$ cat config.mk
export PLATFORM = sky130hd
export DESIGN_NAME = melody_seq
export DESIGN_NICKNAME = d
export VERILOG_FILES = /design/src/rtl/melody_seq.sv
export SDC_FILE = /design/constraint.sdc
export NUM_CORES = 1
export LEC_CHECK = 0
export ABC_AREA = 1
export BUFFER_PORTS_ARGS = -buffer_cell sky130_fd_sc_hd__clkbuf_2
export CAP_MARGIN = 10
export CORE_MARGIN = 4
export CORE_UTILIZATION = 35
export DETAILED_ROUTE_END_ITERATION = 7
export PLACE_DENSITY = 0.56
export SYNTH_ARGS = -nofsm -noshare
export SYNTH_HDL_FRONTEND = slang
export SYNTH_SLANG_ARGS = --single-unit
$ cat constraint.sdc
create_clock -name clk -period 5.92 [get_ports clk]
set_clock_uncertainty 0.2 [all_clocks]
set_input_delay 0.592 -clock clk [delete_from_list [all_inputs] [get_ports clk]]
set_output_delay 0.592 -clock clk [all_outputs]
set_load 0.005 [all_outputs]
$ cat src/rtl/melody_seq.sv
// melody_seq: key-toggled melody player driven from a run-time writable note table.
// Optional articulation gap between notes: define MELODY_SEQ_ARTIC_GAP_EN.
module melody_seq #(
    parameter int unsigned NUM_NOTES  = 16,
    parameter int unsigned PERIOD_W   = 20,
    parameter int unsigned DUR_W      = 4,
    parameter int unsigned BEAT_CLKS  = 6_250_000,
    parameter logic        IDLE_LEVEL = 1'b1,
    parameter int unsigned IDX_W      = $clog2(NUM_NOTES)
) (
    input  logic                clk,
    input  logic                reset,
    input  logic                key,
    input  logic                loop_en,
    input  logic                tbl_we,
    input  logic [IDX_W-1:0]    tbl_addr,
    input  logic [PERIOD_W-1:0] tbl_period,
    input  logic [DUR_W-1:0]    tbl_dur,
    output logic                buzzer_o,
    output logic                playing_o,
    output logic [IDX_W-1:0]    note_idx_o,
    output logic [3:0]          led_o,
    output logic                done_o
);

    localparam int unsigned       BEAT_W    = (BEAT_CLKS > 1) ? $clog2(BEAT_CLKS) : 1;
    localparam logic [BEAT_W-1:0] BEAT_LAST = BEAT_W'(BEAT_CLKS - 1);
    localparam logic [IDX_W-1:0]  LAST_IDX  = IDX_W'(NUM_NOTES - 1);

`ifdef MELODY_SEQ_ARTIC_GAP_EN
    localparam int unsigned      GAP_CLKS = ((BEAT_CLKS / 8) > 0) ? (BEAT_CLKS / 8) : 1;
    localparam int unsigned      GAP_W    = (GAP_CLKS > 1) ? $clog2(GAP_CLKS) : 1;
    localparam logic [GAP_W-1:0] GAP_LAST = GAP_W'(GAP_CLKS - 1);

    typedef enum logic [1:0] {S_IDLE, S_FETCH, S_PLAY, S_GAP} state_t;
`else
    typedef enum logic [1:0] {S_IDLE, S_FETCH, S_PLAY} state_t;
`endif

    state_t              state, state_d;
    logic [IDX_W-1:0]    idx, idx_d, nxt_idx;
    logic                played, played_d;
    logic                done_q, done_d;
    logic                load, end_mel, note_end;

    logic                key_s1, key_s2, key_prev, toggle;

    logic [PERIOD_W-1:0] tbl_p [NUM_NOTES];
    logic [DUR_W-1:0]    tbl_d [NUM_NOTES];
    logic [DUR_W-1:0]    rd_dur;

    logic [PERIOD_W-1:0] cur_period, tone_cnt;
    logic [DUR_W-1:0]    cur_dur, unit_cnt;
    logic [BEAT_W-1:0]   beat_cnt;
    logic                buzzer_q;

    always_ff @(posedge clk or posedge reset) begin
        if (reset) begin
            key_s1   <= 1'b1;
            key_s2   <= 1'b1;
            key_prev <= 1'b1;
        end else begin
            key_s1   <= key;
            key_s2   <= key_s1;
            key_prev <= key_s2;
        end
    end

    assign toggle = key_prev & ~key_s2;

    // Table deliberately survives reset; only host writes change it.
    always_ff @(posedge clk) begin
        if (tbl_we) begin
            tbl_p[tbl_addr] <= tbl_period;
            tbl_d[tbl_addr] <= tbl_dur;
        end
    end

    assign rd_dur   = tbl_d[idx];
    assign nxt_idx  = idx + IDX_W'(1);
    assign note_end = (beat_cnt == BEAT_LAST) && (unit_cnt == cur_dur - DUR_W'(1));

`ifdef MELODY_SEQ_ARTIC_GAP_EN
    logic [GAP_W-1:0] gap_cnt;
    logic             gap_end;

    always_ff @(posedge clk or posedge reset) begin
        if (reset)
            gap_cnt <= '0;
        else if (state == S_GAP && !gap_end)
            gap_cnt <= gap_cnt + GAP_W'(1);
        else
            gap_cnt <= '0;
    end

    assign gap_end = (gap_cnt == GAP_LAST);
`endif

    always_ff @(posedge clk or posedge reset) begin
        if (reset) begin
            state  <= S_IDLE;
            idx    <= '0;
            played <= 1'b0;
            done_q <= 1'b0;
        end else begin
            state  <= state_d;
            idx    <= idx_d;
            played <= played_d;
            done_q <= done_d;
        end
    end

    always_comb begin
        state_d  = state;
        idx_d    = idx;
        played_d = played;
        done_d   = 1'b0;
        load     = 1'b0;
        end_mel  = 1'b0;
        unique case (state)
            S_IDLE: begin
                if (toggle) begin
                    state_d  = S_FETCH;
                    idx_d    = '0;
                    played_d = 1'b0;
                end
            end
            S_FETCH: begin
                if (toggle) begin
                    state_d = S_IDLE;
                    idx_d   = '0;
                end else if (rd_dur == '0) begin
                    end_mel = 1'b1;
                end else begin
                    load     = 1'b1;
                    played_d = 1'b1;
                    state_d  = S_PLAY;
                end
            end
            S_PLAY: begin
                if (toggle) begin
                    state_d = S_IDLE;
                    idx_d   = '0;
                end else if (note_end) begin
                    if (idx == LAST_IDX) begin
                        end_mel = 1'b1;
                    end else begin
                        idx_d = nxt_idx;
`ifdef MELODY_SEQ_ARTIC_GAP_EN
                        // A following end marker skips the gap and ends straight from FETCH.
                        state_d = (tbl_d[nxt_idx] == '0) ? S_FETCH : S_GAP;
`else
                        state_d = S_FETCH;
`endif
                    end
                end
            end
`ifdef MELODY_SEQ_ARTIC_GAP_EN
            S_GAP: begin
                if (toggle) begin
                    state_d = S_IDLE;
                    idx_d   = '0;
                end else if (gap_end) begin
                    state_d = S_FETCH;
                end
            end
`endif
            default: begin
                state_d = S_IDLE;
                idx_d   = '0;
            end
        endcase

        // Looping needs a note played this pass, so an empty table cannot spin in FETCH.
        if (end_mel) begin
            idx_d = '0;
            if (loop_en && played) begin
                state_d  = S_FETCH;
                played_d = 1'b0;
            end else begin
                state_d = S_IDLE;
                done_d  = 1'b1;
            end
        end
    end

    always_ff @(posedge clk or posedge reset) begin
        if (reset) begin
            cur_period <= '0;
            cur_dur    <= '0;
            tone_cnt   <= '0;
            beat_cnt   <= '0;
            unit_cnt   <= '0;
            buzzer_q   <= IDLE_LEVEL;
        end else if (load) begin
            cur_period <= tbl_p[idx];
            cur_dur    <= rd_dur;
            tone_cnt   <= '0;
            beat_cnt   <= '0;
            unit_cnt   <= '0;
            buzzer_q   <= IDLE_LEVEL;
        end else if (state == S_PLAY && state_d == S_PLAY) begin
            if (beat_cnt == BEAT_LAST) begin
                beat_cnt <= '0;
                unit_cnt <= unit_cnt + DUR_W'(1);
            end else begin
                beat_cnt <= beat_cnt + BEAT_W'(1);
            end
            if (cur_period != '0) begin
                if (tone_cnt == cur_period - PERIOD_W'(1)) begin
                    tone_cnt <= '0;
                    buzzer_q <= ~buzzer_q;
                end else begin
                    tone_cnt <= tone_cnt + PERIOD_W'(1);
                end
            end
        end else begin
            buzzer_q <= IDLE_LEVEL;
        end
    end

    assign buzzer_o   = buzzer_q;
    assign playing_o  = (state != S_IDLE);
    assign note_idx_o = idx;
    assign led_o      = playing_o ? 4'(idx) : 4'd0;
    assign done_o     = done_q;

endmodule

## Word level (Yosys, flattened, before mapping)

Memory sizes are Yosys's and may differ from the RTL's. A register that Yosys moved wholly into a read port is not among the register bits.
Index checks and enable logic that the tools add are counted.

| word-level totals | value |
|---|---|
| bits in registers | 63 |
| latch bits | 0 |
| RAM bits | 384 |
| ROM bits | 0 |
| bits of input ports | 33 |
| output and inout bits | 11 |
| word-level logic and storage cells | 99 |
| memories kept | 2 |

| cells by class | value |
|---|---|
| $add $sub $neg | 6 |
| multipliers | 0 |
| divide/modulo/power cells | 0 |
| order comparisons | 0 |
| equal/unequal tests | 12 |
| shift operators | 0 |
| multiplexer cells | 49 |
| bitwise operators | 3 |
| reductions and logical operators | 15 |

Memories:

| memory | words | width | read ports | clocked after memory_dff | wr ports | RTL line | RTL |
|---|---|---|---|---|---|---|---|
| tbl_p | 16 | 20 | 1 | 1 | 1 | 48 | `logic [PERIOD_W-1:0] tbl_p [NUM_NOTES];` |
| tbl_d | 16 | 4 | 1 | 0 | 1 | 49 | `logic [DUR_W-1:0] tbl_d [NUM_NOTES];` |

Operators by type and width:

| operator | count |
|---|---|
| 2-to-1 mux 20 bit | 4 |
| 2-to-1 mux 23 bit | 3 |
| 2-to-1 mux 4 bit | 9 |
| adder 23 x 1 -> 23 bit, second input constant | 1 |
| equality test 23 bit, second input constant | 1 |
| 2-to-1 mux 1 bit | 22 |
| adder 20 x 1 -> 20 bit, second input constant | 1 |
| equality test 20 bit | 1 |
| nonzero test 20 bit | 1 |
| subtractor 20 x 1 -> 20 bit, second input constant | 1 |
| 2-to-1 mux 2 bit | 7 |
| adder 4 x 1 -> 4 bit, second input constant | 2 |
| != test 4 bit, second input constant | 2 |
| one-hot mux 4 bit (2 select lines) | 1 |
| nonzero test 2 bit | 4 |
| != test 3 x 2 -> 1 bit, second input constant | 2 |
| one-hot mux 2 bit (3 select lines) | 1 |
| AND reduction 2 bit | 3 |
| equality test 2 bit, second input constant | 2 |
| equality test 4 bit | 1 |
| equality test 4 bit, second input constant | 1 |
| zero test 4 bit | 1 |
| one-hot mux 1 bit (2 select lines) | 2 |
| subtractor 4 x 1 -> 4 bit, second input constant | 1 |
| 8 further kinds | 11 |

## Depth between registers and ports, before layout

Gate-level depths: netlist of the first run.

| logic depth | value |
|---|---|
| word-level depth | 11 |
| gate-level depth with buffers | 21 |

## Worst setup path after synthesis of the first run

OpenSTA, ideal clock, no wires.

| path | value |
|---|---|
| kind | reg2reg |
| from | register cur_period[0] (read register of tbl_p) |
| to | register tone_cnt[10] |
| setup time | 0.119 ns |
| arrival time | 2.204 ns |
| slack | 3.397 ns |
| cell stages (with the launch flop) | 16 |
| path buffers | 1 |
| period minus slack after synthesis | 2.523 ns |
| path through | dfrtp_1 inv_1 ha_1 nand2_1 nor3_2 nand2_1 xnor2_1 nor2_1 nand2_1 nor2_1 nand4_1 nand2_1 inv_2 buf_2 nand4_1 nand2_1 |

| on the way | value |
|---|---|
| word-level cells in the longest chain between the ends | 6 |
| elaborated cells on any way between the ends | 9 |
| those cells by class | add/sub (1); eq/ne (1); mux (4); reduce/logical (3) |

Ends and longest elaborated chain:

| what | RTL line | RTL |
|---|---|---|
| start, declared | 52 | `logic [PERIOD_W-1:0] cur_period, tone_cnt;` |
| subtractor 20 x 1 -> 20 bit | 210 | `if (tone_cnt == cur_period - PERIOD_W'(1)) begin` |
| equality test 20 bit | 210 |  |
| 2-to-1 mux 20 bit | 210 |  |
| 2-to-1 mux 20 bit | 209 | `if (cur_period != '0) begin` |
| 2-to-1 mux 20 bit | 202 | `end else if (state == S_PLAY && state_d == S_PLAY) begin` |
| 2-to-1 mux 20 bit | 195 | `end else if (load) begin` |
| end signal, assigned | 214 | `tone_cnt <= tone_cnt + PERIOD_W'(1);` |
| end, declared | 52 |  |

Several ways; a longest one is shown, not always the timed one. The select of a mux whose other input is x is not followed.
A chain may end at the register's enable or synchronous reset.

## Final worst setup path of the first run

| path | value |
|---|---|
| from | register idx[2], in the netlist note_idx_o[2] |
| to | register tone_cnt[6] |

| on the way | value |
|---|---|
| word-level cells in the longest chain between the ends | 10 |
| elaborated cells on any way between the ends | 25 |
| those cells by class | eq/ne (2); mux (17); reduce/logical (5); memory (1) |

Ends and longest elaborated chain:

| what | RTL line | RTL |
|---|---|---|
| start, declared | 41 | `logic [IDX_W-1:0] idx, idx_d, nxt_idx;` |
| start signal, assigned | 107 | `idx <= idx_d;` |
| memory (16 x 4 bit) / equality test 4 bit (equally long branches) | -- |  |
| zero test 4 bit (tied with other cells) | 132 | `end else if (rd_dur == '0) begin` |
| 2-to-1 mux 2 bit (tied with other cells) | 132 |  |
| 2-to-1 mux 2 bit (tied with other cells) | 129 | `if (toggle) begin` |
| one-hot mux 2 bit (3 select lines) / one-hot mux 1 bit (2 select lines) (equally long branches) | 120 | `unique case (state)` |
| 2-to-1 mux 2 bit | 175 | `if (end_mel) begin` |
| equality test 2 bit | 202 |  |
| logical AND 1 bit | 202 |  |
| nonzero test 2 bit (no line) | -- |  |
| AND reduction 2 bit (no line) | -- |  |

Several ways; a longest one is shown, not always the timed one.

==> impl_table.tex, run 1 <==
\begin{tabular}{lr}
\hline
Metric & Value \\
\hline
\multicolumn{2}{l}{\textbf{Cells and area}} \\
\quad Fraction of final layout cells with drive strength greater than 1 & 0.0992 \\
\quad Area added between synthesis and finish & 13.4\% \\
\quad Final-stage net count & 1,867 \\
\quad Filler-free cell count of the finished design & 2,621 \\
\quad Layout filler cell count & 5,401 \\
\multicolumn{2}{l}{\textbf{Min path}} \\
\quad Worst hold start & key\_s1 \\
\quad Hold Path Class & flop to flop \\
\multicolumn{2}{l}{\textbf{CTS}} \\
\quad Clock tree from TritonCTS & done \\
\quad Num CTS Buffers & 49 \\
\quad Root buf cell & sky130\_fd\_sc\_hd\_\_clkbuf\_16 \\
\quad Number of buffers inserted to repair setup after CTS & 0 \\
\quad Number of buffers on the longest clock path & 3 \\
\quad Num Clock Sinks & 467 \\
\quad Worst-skew pair later-pin latency & 0.63 ns \\
\quad Deepest level of the CTS H-tree & 2 \\
\quad CTS clk-pin slew, worst paths & 0.07 ns \\
\multicolumn{2}{l}{\textbf{STA}} \\
\quad Final sum of negative setup slack & 0 ns \\
\quad Worst slew margin & 0.243 \\
\quad Worst hold margin & 0.155 ns \\
\quad Max Freq & 225 MHz \\
\quad Time the final worst path needs with I/O delays and setup & 4.44 ns \\
\quad Transition time at the pin with the least slew margin & 1.14 ns \\
\quad Total setup violations reported at the end of the flow & 0 \\
\quad Number of hold-slack violations in the final timing report & 0 \\
\quad Setup repair after global routing missed its margin & false \\
\quad Final slew viol count & 0 \\
\quad Final worst path period share & 0.750 \\
\multicolumn{2}{l}{\textbf{Worst setup path}} \\
\quad Critical path's largest stage delay & 0.91 ns \\
\quad Cell mode on critical path & sky130\_fd\_sc\_hd\_\_nand2\_1 \\
\quad Start-to-end type of the worst setup path & flop to flop \\
\quad Category of the worst setup path capture point & flop \\
\quad Reg2reg end & tone\_cnt[6] \\
\quad Cell with the largest stage delay on the worst path & sky130\_fd\_sc\_hd\_\_dfrtp\_2 \\
\quad Max Fanout on Critical Path & 38 \\
\quad Launch point of the worst path & note\_idx\_o[2] \\
\quad Data arrival, critical path & 4.72 ns \\
\quad Cells along the critical path & inv\_1, nand3\_1, nand3\_1, nand2\_1, nor2\_2, nand2\_1, nand2\_1, buf\_4, nand3\_1, nand4\_1, nor2\_8, nand2\_1, nand3\_1, nand2\_1 \\
\quad Startpoint Class & flop \\
\quad Critical register-to-register path startpoint & note\_idx\_o[2] \\
\quad Worst endpoint required time & 6.19 ns \\
\quad Reg-to-reg slack, setup & 1.48 ns \\
\quad R2R depth & 14 \\
\quad Critical path capture point & tone\_cnt[6] \\
\multicolumn{2}{l}{\textbf{Placed design}} \\
\quad DP Cell Count & 2,525 \\
\quad Sum of net half-perimeters after detailed placement & 27,900 um \\
\quad Routability-driven placement congestion ratio & 0.778 \\
\quad Port buffer count & 43 \\
\multicolumn{2}{l}{\textbf{Yosys}} \\
\quad Cell taking the most area after synthesis & sky130\_fd\_sc\_hd\_\_edfxtp\_1 \\
\quad Top cell types by occurrence after synthesis & sky130\_fd\_sc\_hd\_\_edfxtp\_1, sky130\_fd\_sc\_hd\_\_nor2\_1, sky130\_fd\_sc\_hd\_\_nand2\_1 \\
\quad Top-area cell type share of the netlist area & 0.569 \\
\quad Post-synthesis cell area & 20,300 um\^{}2 \\
\quad Largest cells by area after synthesis & sky130\_fd\_sc\_hd\_\_edfxtp\_1, sky130\_fd\_sc\_hd\_\_dfrtp\_1, sky130\_fd\_sc\_hd\_\_nor2\_1 \\
\quad Top FF cell, synth & sky130\_fd\_sc\_hd\_\_edfxtp\_1 \\
\quad Count leader, synth & sky130\_fd\_sc\_hd\_\_edfxtp\_1 \\
\quad Number of synthesized register bits & 467 \\
\quad Syn\_nets & 1,849 \\
\quad Synthesized instance count & 1,805 \\
\quad Fraction of the yosys area taken by sequential cells & 0.671 \\
\quad Asr flop ratio synth & 0.178 \\
\quad Syn avg cell area & 11.2 um\^{}2 \\
\quad Post-synth EDFFs & 384 \\
\quad Post-synth cell types & 44 \\
\quad Syn. warnings & 0 \\
\multicolumn{2}{l}{\textbf{Power and ir drop}} \\
\quad Power per cell area & 383 nW/um\^{}2 \\
\quad Peak supply drop & 0.302 mV \\
\quad Leakage Power & 8.26 nW \\
\multicolumn{2}{l}{\textbf{Floorplanning}} \\
\quad Number of placement rows & 87 \\
\quad I/O pin cnt & 44 \\
\quad Core region area & 56,800 um\^{}2 \\
\quad Initial Util & 0.357 \\
\quad Die outline area & 61,900 um\^{}2 \\
\quad Overall die height & 249 um \\
\quad Die X-Extent & 249 um \\
\multicolumn{2}{l}{\textbf{Global route}} \\
\quad Via count of the first global-routing pass & 13,700 \\
\quad Congestion Overflow GR & 0 \\
\quad Wire length of the first global-routing pass & 81,000 um \\
\quad Largest net degree at the start of global routing & 202 \\
\quad Initial antenna violation count & 2 \\
\quad Overall Global Routing Usage & 0.166 \\
\multicolumn{2}{l}{\textbf{Detailed routing}} \\
\quad First-pass iteration count of the detailed router & 5 \\
\quad Post-detailed-routing wire length & 52,500 um \\
\quad DRT antenna net count & 0 \\
\quad Detailed-route DRC error count & 0 \\
\quad WL/cell & 20.0 um \\
\quad Average via count per standard cell & 5.26 \\
\quad Via Count & 13,800 \\
\quad First DRT Iteration DRCs & 1,290 \\
\multicolumn{2}{l}{\textbf{Flow run}} \\
\quad Max-cap viol count & 0 \\
\multicolumn{2}{l}{\textbf{Outcome}} \\
\quad Status & completed \\
\hline
\end{tabular}
[worst max-delay path: cells and delay by family (launching register included)]
family,cells,cell delay [ns]
AND/OR/NAND/NOR,12,2.33
buffers and inverters,2,0.83
flip-flops,1,0.91
[where the power goes]
group	total, W	leakage (nW)	switching, W	internal (W)
Clock	0.00316	0.812	0.00133	0.00184
Sequential	0.00395	4.53	0.000215	0.00373
Combinational	0.00169	2.91	0.00118	0.000510
Total	0.00880	8.26	0.00272	0.00608
[layout by cell type, fill, tap and decap left out, drive strengths merged]
cell | Yosys | final
a21boi | 1 | 1
a21o | 1 | 1
a21oi | 6 | 6
a31oi | 20 | 20
and3 | 2 | 2
buf | 26 | 20
bufinv | 0 | 5
clkbuf | 73 | 111
clkinv | 1 | 20
dfrtp | 79 | 79
dfstp | 4 | 4
diode | 0 | 1
dlygate4sd3 | 0 | 3
edfxtp | 384 | 384
ha | 11 | 11
inv | 106 | 106
nand2 | 241 | 241
nand3 | 120 | 120
nand3b | 3 | 3
nand4 | 36 | 36
nor2 | 293 | 293
nor3 | 17 | 17
nor4 | 1 | 1
o211ai | 29 | 29
o21ai | 200 | 200
o21bai | 1 | 1
o221ai | 53 | 53
o22ai | 27 | 27
o31ai | 1 | 1
or2 | 5 | 5
xnor2 | 14 | 14
xor2 | 50 | 50
[through the flow]
step | worst slack (ns) | total power, W | area, um^2 | util
2_1_floorplan | 3.00 | 0.00518 | 20300 | -
3_3_place_gp | 1.63 | 0.00566 | 21300 | 0.375
3_5_place_dp | 1.60 | 0.00570 | 21300 | 0.375
4_1_cts | 1.54 | 0.00887 | 23000 | 0.405
5_1_grt | 1.14 | 0.00923 | 23000 | 0.405
6_report | 1.48 | 0.00880 | 23000 | 0.405
[repair_timing]
action / 4_1_cts / 5_1_grt
gates resized for setup: 0 / 0
hold buffers: 3 / 0
endpoints found under the hold margin: 26 / 0
[per-layer routing]
layer  part of all wire  track usage
met1               0.44        0.222
met2               0.47        0.274
met3              0.059       0.0282
met4              0.027       0.0591
met5            0.00027            0
[worst min-delay path by stage]
stage	end	slack, ns	depth (start not counted)
floorplan	key_s2	0.15	0
global placement	key_s2	0.15	0
detailed placement	key_s2	0.15	0
CTS	tbl_p[7][17]	0.14	1
global route	key_s2	0.16	0
finish	key_s2	0.16	0
[flip-flops by register name (all words and copies together) (netlist names)]
signal	cells
cur_period	20
buzzer_o	1
played	1
key_s1	1
key_s2	1
state	2
note_idx_o	4
tbl_p	320
tone_cnt	20
cur_dur	4
beat_cnt	23
key_prev	1
unit_cnt	4
tbl_d	64
done_o	1
[kinds of logic (layout without fill, tap and decap cells)]
family | Yosys count | in the layout | synth area share
AND/OR/NAND/NOR | 718 | 718 | 0.151
flip-flops | 467 | 467 | 0.671
AO/OA/AOI/OAI | 339 | 339 | 0.102
buffers and inverters | 206 | 265 | 0.0416
XOR/XNOR | 64 | 64 | 0.0276
adder cells (fa/ha/maj) | 11 | 11 | 0.00679
other | 0 | 1 | 0
[final cells by class]
type | count | area [um^2] | area share
diodes | 1 | 2.50 | 0.000109
clock inverters | 24 | 305 | 0.0133
inverters | 107 | 408 | 0.0177
multi-input cells | 1132 | 5940 | 0.259
well taps | 756 | 946 | 0.0411
repair buffers | 66 | 408 | 0.0177
clock buffers | 68 | 1360 | 0.0591
flip-flops and latches | 467 | 13600 | 0.592
No activity file was read; power rests on OpenSTA's default activity.
==> run 2, diff against run 1 <==
--- a/config.mk
+++ b/config.mk
@@ -11,7 +11,7 @@
 export CORE_MARGIN = 4
 export CORE_UTILIZATION = 35
 export DETAILED_ROUTE_END_ITERATION = 7
-export PLACE_DENSITY = 0.56
+export PLACE_DENSITY = 0.57
 export SYNTH_ARGS = -nofsm -noshare
 export SYNTH_HDL_FRONTEND = slang
 export SYNTH_SLANG_ARGS = --single-unit
==> constraint.sdc (replaced) <==
create_clock -name clk -period 4 [get_ports clk]
set_clock_uncertainty 0.2 [all_clocks]
set_input_delay 0.4 -clock clk [delete_from_list [all_inputs] [get_ports clk]]
set_output_delay 0.4 -clock clk [all_outputs]
set_load 0.005 [all_outputs]
==> impl_table.tex, run 2 (synthesized netlist as in run 1, its figures left out) <==
\begin{tabular}{lr}
\hline
Metric & Value \\
\hline
\multicolumn{2}{l}{\textbf{STA}} \\
\quad Number of hold-slack violations in the final timing report & 0 \\
\quad Setup repair after global routing missed its margin & false \\
\quad Max Freq & 295 MHz \\
\quad Worst slew margin & 0.227 \\
\quad Total setup violations reported at the end of the flow & 0 \\
\quad Time the final worst path needs with I/O delays and setup & 3.39 ns \\
\quad Final worst path period share & 0.848 \\
\quad Final sum of negative setup slack & 0 ns \\
\quad Transition time at the pin with the least slew margin & 1.16 ns \\
\quad Final slew viol count & 0 \\
\multicolumn{2}{l}{\textbf{Detailed routing}} \\
\quad Detailed-route DRC error count & 0 \\
\quad Via Count & 13,900 \\
\quad DRT antenna net count & 0 \\
\quad Average via count per standard cell & 5.26 \\
\quad First DRT Iteration DRCs & 1,231 \\
\quad Post-detailed-routing wire length & 52,200 um \\
\quad First-pass iteration count of the detailed router & 5 \\
\quad WL/cell & 19.7 um \\
\multicolumn{2}{l}{\textbf{Global route}} \\
\quad Initial antenna violation count & 4 \\
\quad Via count of the first global-routing pass & 13,600 \\
\quad Wire length of the first global-routing pass & 81,000 um \\
\quad Congestion Overflow GR & 0 \\
\quad Largest net degree at the start of global routing & 107 \\
\quad Overall Global Routing Usage & 0.165 \\
\multicolumn{2}{l}{\textbf{Worst setup path}} \\
\quad Cells along the critical path & inv\_4, nor2\_1, o21ai\_0, nand3\_1, nand3\_1, nand2\_1, nor2\_2, nand3\_1, nand2\_2, nand4\_1, nand2\_4, nor2\_8, buf\_4, nor2\_4, nand2\_1, o21ai\_2 \\
\quad R2R depth & 16 \\
\quad Number of buffer and inverter stages on the critical path & 2 \\
\quad Critical Path Stages & 16 \\
\quad Worst endpoint required time & 4.33 ns \\
\quad Cell mode on critical path & sky130\_fd\_sc\_hd\_\_nand3\_1 \\
\quad Startpoint Class & flop \\
\quad Data arrival, critical path & 3.72 ns \\
\quad Cell with the largest stage delay on the worst path & sky130\_fd\_sc\_hd\_\_dfrtp\_2 \\
\quad Critical path's largest stage delay & 0.50 ns \\
\quad Category of the worst setup path capture point & flop \\
\quad Gate family responsible for the most delay along the worst path & simple AND/OR/NAND/NOR gates \\
\quad Start-to-end type of the worst setup path & flop to flop \\
\quad Max Fanout on Critical Path & 52 \\
\multicolumn{2}{l}{\textbf{Power and ir drop}} \\
\quad Leakage Power & 8.34 nW \\
\quad Peak supply drop & 0.380 mV \\
\quad Net switching power & 0.00396 W \\
\quad Internal power & 0.00894 W \\
\quad Register share of total power & 0.452 \\
\quad Power share of the combinational group & 0.193 \\
\quad Power per cell area & 557 nW/um\^{}2 \\
\quad Clock network fraction of design power & 0.355 \\
\quad Switching share of power & 0.307 \\
\multicolumn{2}{l}{\textbf{CTS}} \\
\quad Number of buffers on the longest clock path & 3 \\
\quad Root buf cell & sky130\_fd\_sc\_hd\_\_clkbuf\_16 \\
\quad Number of buffers inserted to repair setup after CTS & 0 \\
\quad Post-cts hold buffer count & 19 \\
\quad Deepest level of the CTS H-tree & 2 \\
\quad Num CTS Buffers & 51 \\
\quad CTS clk-pin slew, worst paths & 0.06 ns \\
\quad Clock tree from TritonCTS & done \\
\quad Worst-skew pair later-pin latency & 0.62 ns \\
\quad Num Clock Sinks & 467 \\
\quad Number of cells upsized or downsized after cts & 0 \\
\multicolumn{2}{l}{\textbf{Flow run}} \\
\quad Max-cap viol count & 0 \\
\multicolumn{2}{l}{\textbf{Floorplanning}} \\
\quad Number of placement rows & 87 \\
\quad Die X-Extent & 249 um \\
\quad Initial Util & 0.357 \\
\quad Die outline area & 61,900 um\^{}2 \\
\quad I/O pin cnt & 44 \\
\quad Overall die height & 249 um \\
\quad Core region area & 56,800 um\^{}2 \\
\multicolumn{2}{l}{\textbf{Cells and area}} \\
\quad Final-stage net count & 1,891 \\
\quad Fraction of final layout cells with drive strength greater than 1 & 0.102 \\
\quad Most frequent cells in the layout & sky130\_fd\_sc\_hd\_\_edfxtp\_1, sky130\_fd\_sc\_hd\_\_nor2\_1, sky130\_fd\_sc\_hd\_\_nand2\_1, sky130\_fd\_sc\_hd\_\_o21ai\_0, sky130\_fd\_sc\_hd\_\_nand3\_1 \\
\quad Leading cell type in the layout, fill and taps excluded & sky130\_fd\_sc\_hd\_\_edfxtp\_1 \\
\quad Filler-free cell count of the finished design & 2,645 \\
\quad Largest registers ranked by flip-flop count & tbl\_p (320), tbl\_d (64), beat\_cnt (23) \\
\quad Most flop-heavy register & tbl\_p \\
\quad Area added between synthesis and finish & 14.2\% \\
\quad Number of flip-flops in the largest register & 320 \\
\multicolumn{2}{l}{\textbf{Placed design}} \\
\quad Routability-driven placement congestion ratio & 0.834 \\
\quad Port buffer count & 43 \\
\quad DP Cell Count & 2,531 \\
\quad Sum of net half-perimeters after detailed placement & 29,200 um \\
\multicolumn{2}{l}{\textbf{Outcome}} \\
\quad Status & completed \\
\multicolumn{2}{l}{\textbf{Min path}} \\
\quad Worst hold path depth & 1 \\
\quad Hold Path Class & primary input to flop \\
\hline
\end{tabular}
-- run 2: area by class of cell --
class	count	area (um^2)
timing repair buffer	88	613
clock inverter	27	282
tap	756	946
clock buffer	66	1350
inverter	107	408
multi-input combinational	1132	5940
sequential	467	13600
antenna	2	5.00
fill	5424	33700
-- run 2: metal layers --
| layer | GRT usage | vias to the layer above | share of wire |
|---|---|---|---|
| met2 | 0.266 | 406 | 0.47 |
| li1 | - | 6507 | - |
| met3 | 0.0277 | 81 | 0.064 |
| met5 | 0 | - | 0.000096 |
| met4 | 0.0428 | 2 | 0.021 |
| met1 | 0.233 | 6927 | 0.45 |
-- run 2: path summary, 6_finish.rpt --
kind,startpoint,to,slack [ns]
min reg2reg,key_s1,key_s2,0.15
max reg2reg,note_idx_o[1],beat_cnt[13],0.61
max,note_idx_o[1],beat_cnt[13],0.61
min in group asynchronous,reset,cur_period[16],0.32
max in group asynchronous,reset,key_s1,2.45
min,tbl_period[12],tbl_p[10][12],0.03
-- run 2: power by group through the flow --
stage                     clock network [W]  registers, W  logic, W
after detailed placement                  0       0.00594   0.00246
after global placement                    0       0.00593   0.00242
after CTS                           0.00469       0.00584   0.00249
after floorplan                           0       0.00578   0.00188
after global routing                0.00491       0.00586   0.00281
final                               0.00458       0.00584   0.00249
-- run 2: stage by stage --
stage	power, W	setup WS (ns)	utilization	hold WS [ns]	cell area (um^2)
after floorplan	0.00766	1.27	-	0.145	20300
after global placement	0.00834	0.715	0.376	0.147	21300
after detailed placement	0.00840	0.651	0.376	0.147	21300
after CTS	0.0130	0.633	0.408	0.00269	23200
after global routing	0.0136	0.203	0.408	0.0339	23200
final	0.0129	0.609	0.408	0.0322	23200
==> run 3, diff against run 2 <==
--- a/config.mk
+++ b/config.mk
@@ -11,7 +11,7 @@
 export CORE_MARGIN = 4
 export CORE_UTILIZATION = 35
 export DETAILED_ROUTE_END_ITERATION = 7
-export PLACE_DENSITY = 0.57
+export PLACE_DENSITY = 0.56
 export SYNTH_ARGS = -nofsm -noshare
 export SYNTH_HDL_FRONTEND = slang
 export SYNTH_SLANG_ARGS = --single-unit
==> constraint.sdc (replaced) <==
create_clock -name clk -period 3.2 [get_ports clk]
set_clock_uncertainty 0.2 [all_clocks]
set_input_delay 0.32 -clock clk [delete_from_list [all_inputs] [get_ports clk]]
set_output_delay 0.32 -clock clk [all_outputs]
set_load 0.005 [all_outputs]
==> impl_table.tex, run 3 (synthesized netlist as in run 1, its figures left out) <==
\begin{tabular}{lr}
\hline
Metric & Value \\
\hline
\multicolumn{2}{l}{\textbf{Detailed routing}} \\
\quad Detailed-route DRC error count & 0 \\
\quad DRT antenna net count & 0 \\
\quad Post-detailed-routing wire length & 52,300 um \\
\quad Uppermost layer routed & met5 \\
\quad WL/cell & 19.6 um \\
\quad First-pass iteration count of the detailed router & 7 \\
\quad Average via count per standard cell & 5.16 \\
\quad Via Count & 13,800 \\
\quad First DRT Iteration DRCs & 1,126 \\
\quad Met3 Wirelength & 2830 um \\
\quad Wl on met1 & 23,500 um \\
\quad Routed met2 length & 24,800 um \\
\multicolumn{2}{l}{\textbf{Power and ir drop}} \\
\quad Clock network fraction of design power & 0.348 \\
\quad Internal power & 0.0112 W \\
\quad Power share of the combinational group & 0.200 \\
\quad Peak supply drop & 0.435 mV \\
\quad Power per cell area & 686 nW/um\^{}2 \\
\quad Net switching power & 0.00495 W \\
\quad Total design power & 0.0161 W \\
\quad Leakage Power & 8.51 nW \\
\quad Register share of total power & 0.452 \\
\quad Switching share of power & 0.307 \\
\multicolumn{2}{l}{\textbf{Cells and area}} \\
\quad Final-stage net count & 1,917 \\
\quad Most flop-heavy register & tbl\_p \\
\quad Fraction of final layout cells with drive strength greater than 1 & 0.112 \\
\quad Leading cell type in the layout, fill and taps excluded & sky130\_fd\_sc\_hd\_\_edfxtp\_1 \\
\quad Area added between synthesis and finish & 15.8\% \\
\quad Most frequent cells in the layout & sky130\_fd\_sc\_hd\_\_edfxtp\_1, sky130\_fd\_sc\_hd\_\_nor2\_1, sky130\_fd\_sc\_hd\_\_nand2\_1, sky130\_fd\_sc\_hd\_\_o21ai\_0, sky130\_fd\_sc\_hd\_\_nand3\_1 \\
\quad Largest registers ranked by flip-flop count & tbl\_p (320), tbl\_d (64), beat\_cnt (23) \\
\quad Number of flip-flops in the largest register & 320 \\
\quad Layout filler cell count & 5,374 \\
\multicolumn{2}{l}{\textbf{Placed design}} \\
\quad Routability-driven placement congestion ratio & 0.825 \\
\quad Port buffer count & 43 \\
\quad Sum of net half-perimeters after detailed placement & 29,800 um \\
\multicolumn{2}{l}{\textbf{CTS}} \\
\quad Worst-skew pair later-pin latency & 0.60 ns \\
\quad Num CTS Buffers & 49 \\
\quad Number of buffers on the longest clock path & 3 \\
\quad Root buf cell & sky130\_fd\_sc\_hd\_\_clkbuf\_16 \\
\quad Deepest level of the CTS H-tree & 2 \\
\quad Number of buffers inserted to repair setup after CTS & 0 \\
\quad Num Clock Sinks & 467 \\
\quad CTS clk-pin slew, worst paths & 0.06 ns \\
\quad Clock tree from TritonCTS & done \\
\multicolumn{2}{l}{\textbf{Global route}} \\
\quad Congestion Overflow GR & 0 \\
\quad Via count of the first global-routing pass & 13,500 \\
\quad Overall Global Routing Usage & 0.165 \\
\quad Largest net degree at the start of global routing & 97 \\
\quad Wire length of the first global-routing pass & 80,500 um \\
\quad Initial antenna violation count & 3 \\
\multicolumn{2}{l}{\textbf{STA}} \\
\quad Worst hold margin & 0.0223 ns \\
\quad Worst slew margin & 0.358 \\
\quad Transition time at the pin with the least slew margin & 0.963 ns \\
\quad Max Freq & 338 MHz \\
\quad Number of hold-slack violations in the final timing report & 0 \\
\quad Total setup violations reported at the end of the flow & 0 \\
\quad Final sum of negative setup slack & 0 ns \\
\quad Final worst path period share & 0.924 \\
\quad Time the final worst path needs with I/O delays and setup & 2.96 ns \\
\quad Final slew viol count & 0 \\
\quad Setup repair after global routing missed its margin & false \\
\multicolumn{2}{l}{\textbf{Worst setup path}} \\
\quad Number of buffer and inverter stages on the critical path & 2 \\
\quad Cell with the largest stage delay on the worst path & sky130\_fd\_sc\_hd\_\_dfrtp\_4 \\
\quad Cells along the critical path & buf\_12, or2\_1, nand3\_1, nand3\_1, nand3\_1, nand2\_1, nor2\_2, nand3\_1, nand2\_2, nand2\_4, nand3\_2, nand2\_4, nor2\_8, nand2\_1, buf\_12, nand3\_1, nand2\_1 \\
\quad Data arrival, critical path & 3.24 ns \\
\quad Worst endpoint required time & 3.48 ns \\
\quad Gate family responsible for the most delay along the worst path & simple AND/OR/NAND/NOR gates \\
\quad Cell mode on critical path & sky130\_fd\_sc\_hd\_\_nand3\_1 \\
\quad Max Fanout on Critical Path & 25 \\
\quad Critical path's largest stage delay & 0.55 ns \\
\quad Category of the worst setup path capture point & flop \\
\quad Startpoint Class & flop \\
\quad Start-to-end type of the worst setup path & flop to flop \\
\multicolumn{2}{l}{\textbf{Floorplanning}} \\
\quad I/O pin cnt & 44 \\
\quad Core region area & 56,800 um\^{}2 \\
\quad Die X-Extent & 249 um \\
\quad Initial Util & 0.357 \\
\quad Number of placement rows & 87 \\
\quad Die outline area & 61,900 um\^{}2 \\
\quad Overall die height & 249 um \\
\multicolumn{2}{l}{\textbf{Flow run}} \\
\quad Max-cap viol count & 0 \\
\multicolumn{2}{l}{\textbf{Outcome}} \\
\quad Status & completed \\
\multicolumn{2}{l}{\textbf{Min path}} \\
\quad Hold Path Class & primary input to flop \\
\hline
\end{tabular}
-- run 3: cell count changes in the layout (fill, tap and decap cells not counted), moves of 2 or more --
cell                            previous run  this run
sky130_fd_sc_hd__clkinv_8                  2         0
sky130_fd_sc_hd__buf_4                    25        36
sky130_fd_sc_hd__clkbuf_8                  2         6
sky130_fd_sc_hd__clkbuf_1                 13        11
sky130_fd_sc_hd__buf_12                    1        10
sky130_fd_sc_hd__clkbuf_16                51        49
sky130_fd_sc_hd__dlygate4sd3_1            19        26
-- run 3: repair_timing --
action / CTS / global route
resized for setup: 0 / 5
hold endpoints to repair: 433 / 0
hold buffers: 26 / 0
setup endpoints to repair: 0 / 31
-- run 3: metal layers --
metal,GRT usage,up-vias
li1,-,6562
met1,0.228,6796
met2,0.269,348
met3,0.0307,72
met4,0.0442,2
met5,0,-
-- run 3: worst paths after layout --
| path | slack (ns) | depth (start not counted) | startpoint | to |
|---|---|---|---|---|
| hold / removal | 0.02 | 1 | tbl_dur[1] | tbl_d[15][1] |
| hold reg to reg | 0.16 | 0 | key_s1 | key_s2 |
| setup reg to reg | 0.24 | 17 | note_idx_o[0] | tone_cnt[7] |
| max in group asynchronous | 1.95 | 4 | reset | cur_period[6] |
| setup / recovery | 0.24 | 17 | note_idx_o[0] | tone_cnt[7] |
| min in group asynchronous | 0.10 | 3 | reset | tone_cnt[7] |
-- run 3: layout make-up --
| type | count | area [um^2] | area share |
|---|---|---|---|
| well taps | 756 | 946 | 0.0403 |
| clock inverters | 25 | 249 | 0.0106 |
| flip-flops and latches | 467 | 13600 | 0.580 |
| clock buffers | 66 | 1350 | 0.0575 |
| inverters | 107 | 410 | 0.0175 |
| repair buffers | 116 | 961 | 0.0409 |
| diodes | 2 | 5.00 | 0.000213 |
| multi-input cells | 1132 | 5950 | 0.253 |
-- run 3: metrics by stage --
step | cell area (um^2) | cells | worst slack, ns | utilization
after global routing | 23500 | 2670 | 0.0140 | 0.413
after global placement | 21600 | 2552 | 0.207 | 0.380
after floorplan | 20300 | 1805 | 0.550 | -
after CTS | 23500 | 2669 | 0.0198 | 0.413
final | 23500 | 2671 | 0.244 | 0.413
after detailed placement | 21600 | 2552 | 0.0689 | 0.380
-- run 3: worst reg2reg max path: cells and delay by family (launching register included) --
family / cells / cell delay, ns
simple gates: 15 / 1.71
flops: 1 / 0.55
buf+inv: 2 / 0.38
-- run 3: power groups by stage --
stage / clock [W] / combinational [W] / sequential [W]
finish: 0.00561 / 0.00322 / 0.00729
global route: 0.00601 / 0.00364 / 0.00733
CTS: 0.00575 / 0.00324 / 0.00729
detailed placement: 0 / 0.00320 / 0.00741
global placement: 0 / 0.00314 / 0.00740
floorplan: 0 / 0.00235 / 0.00722
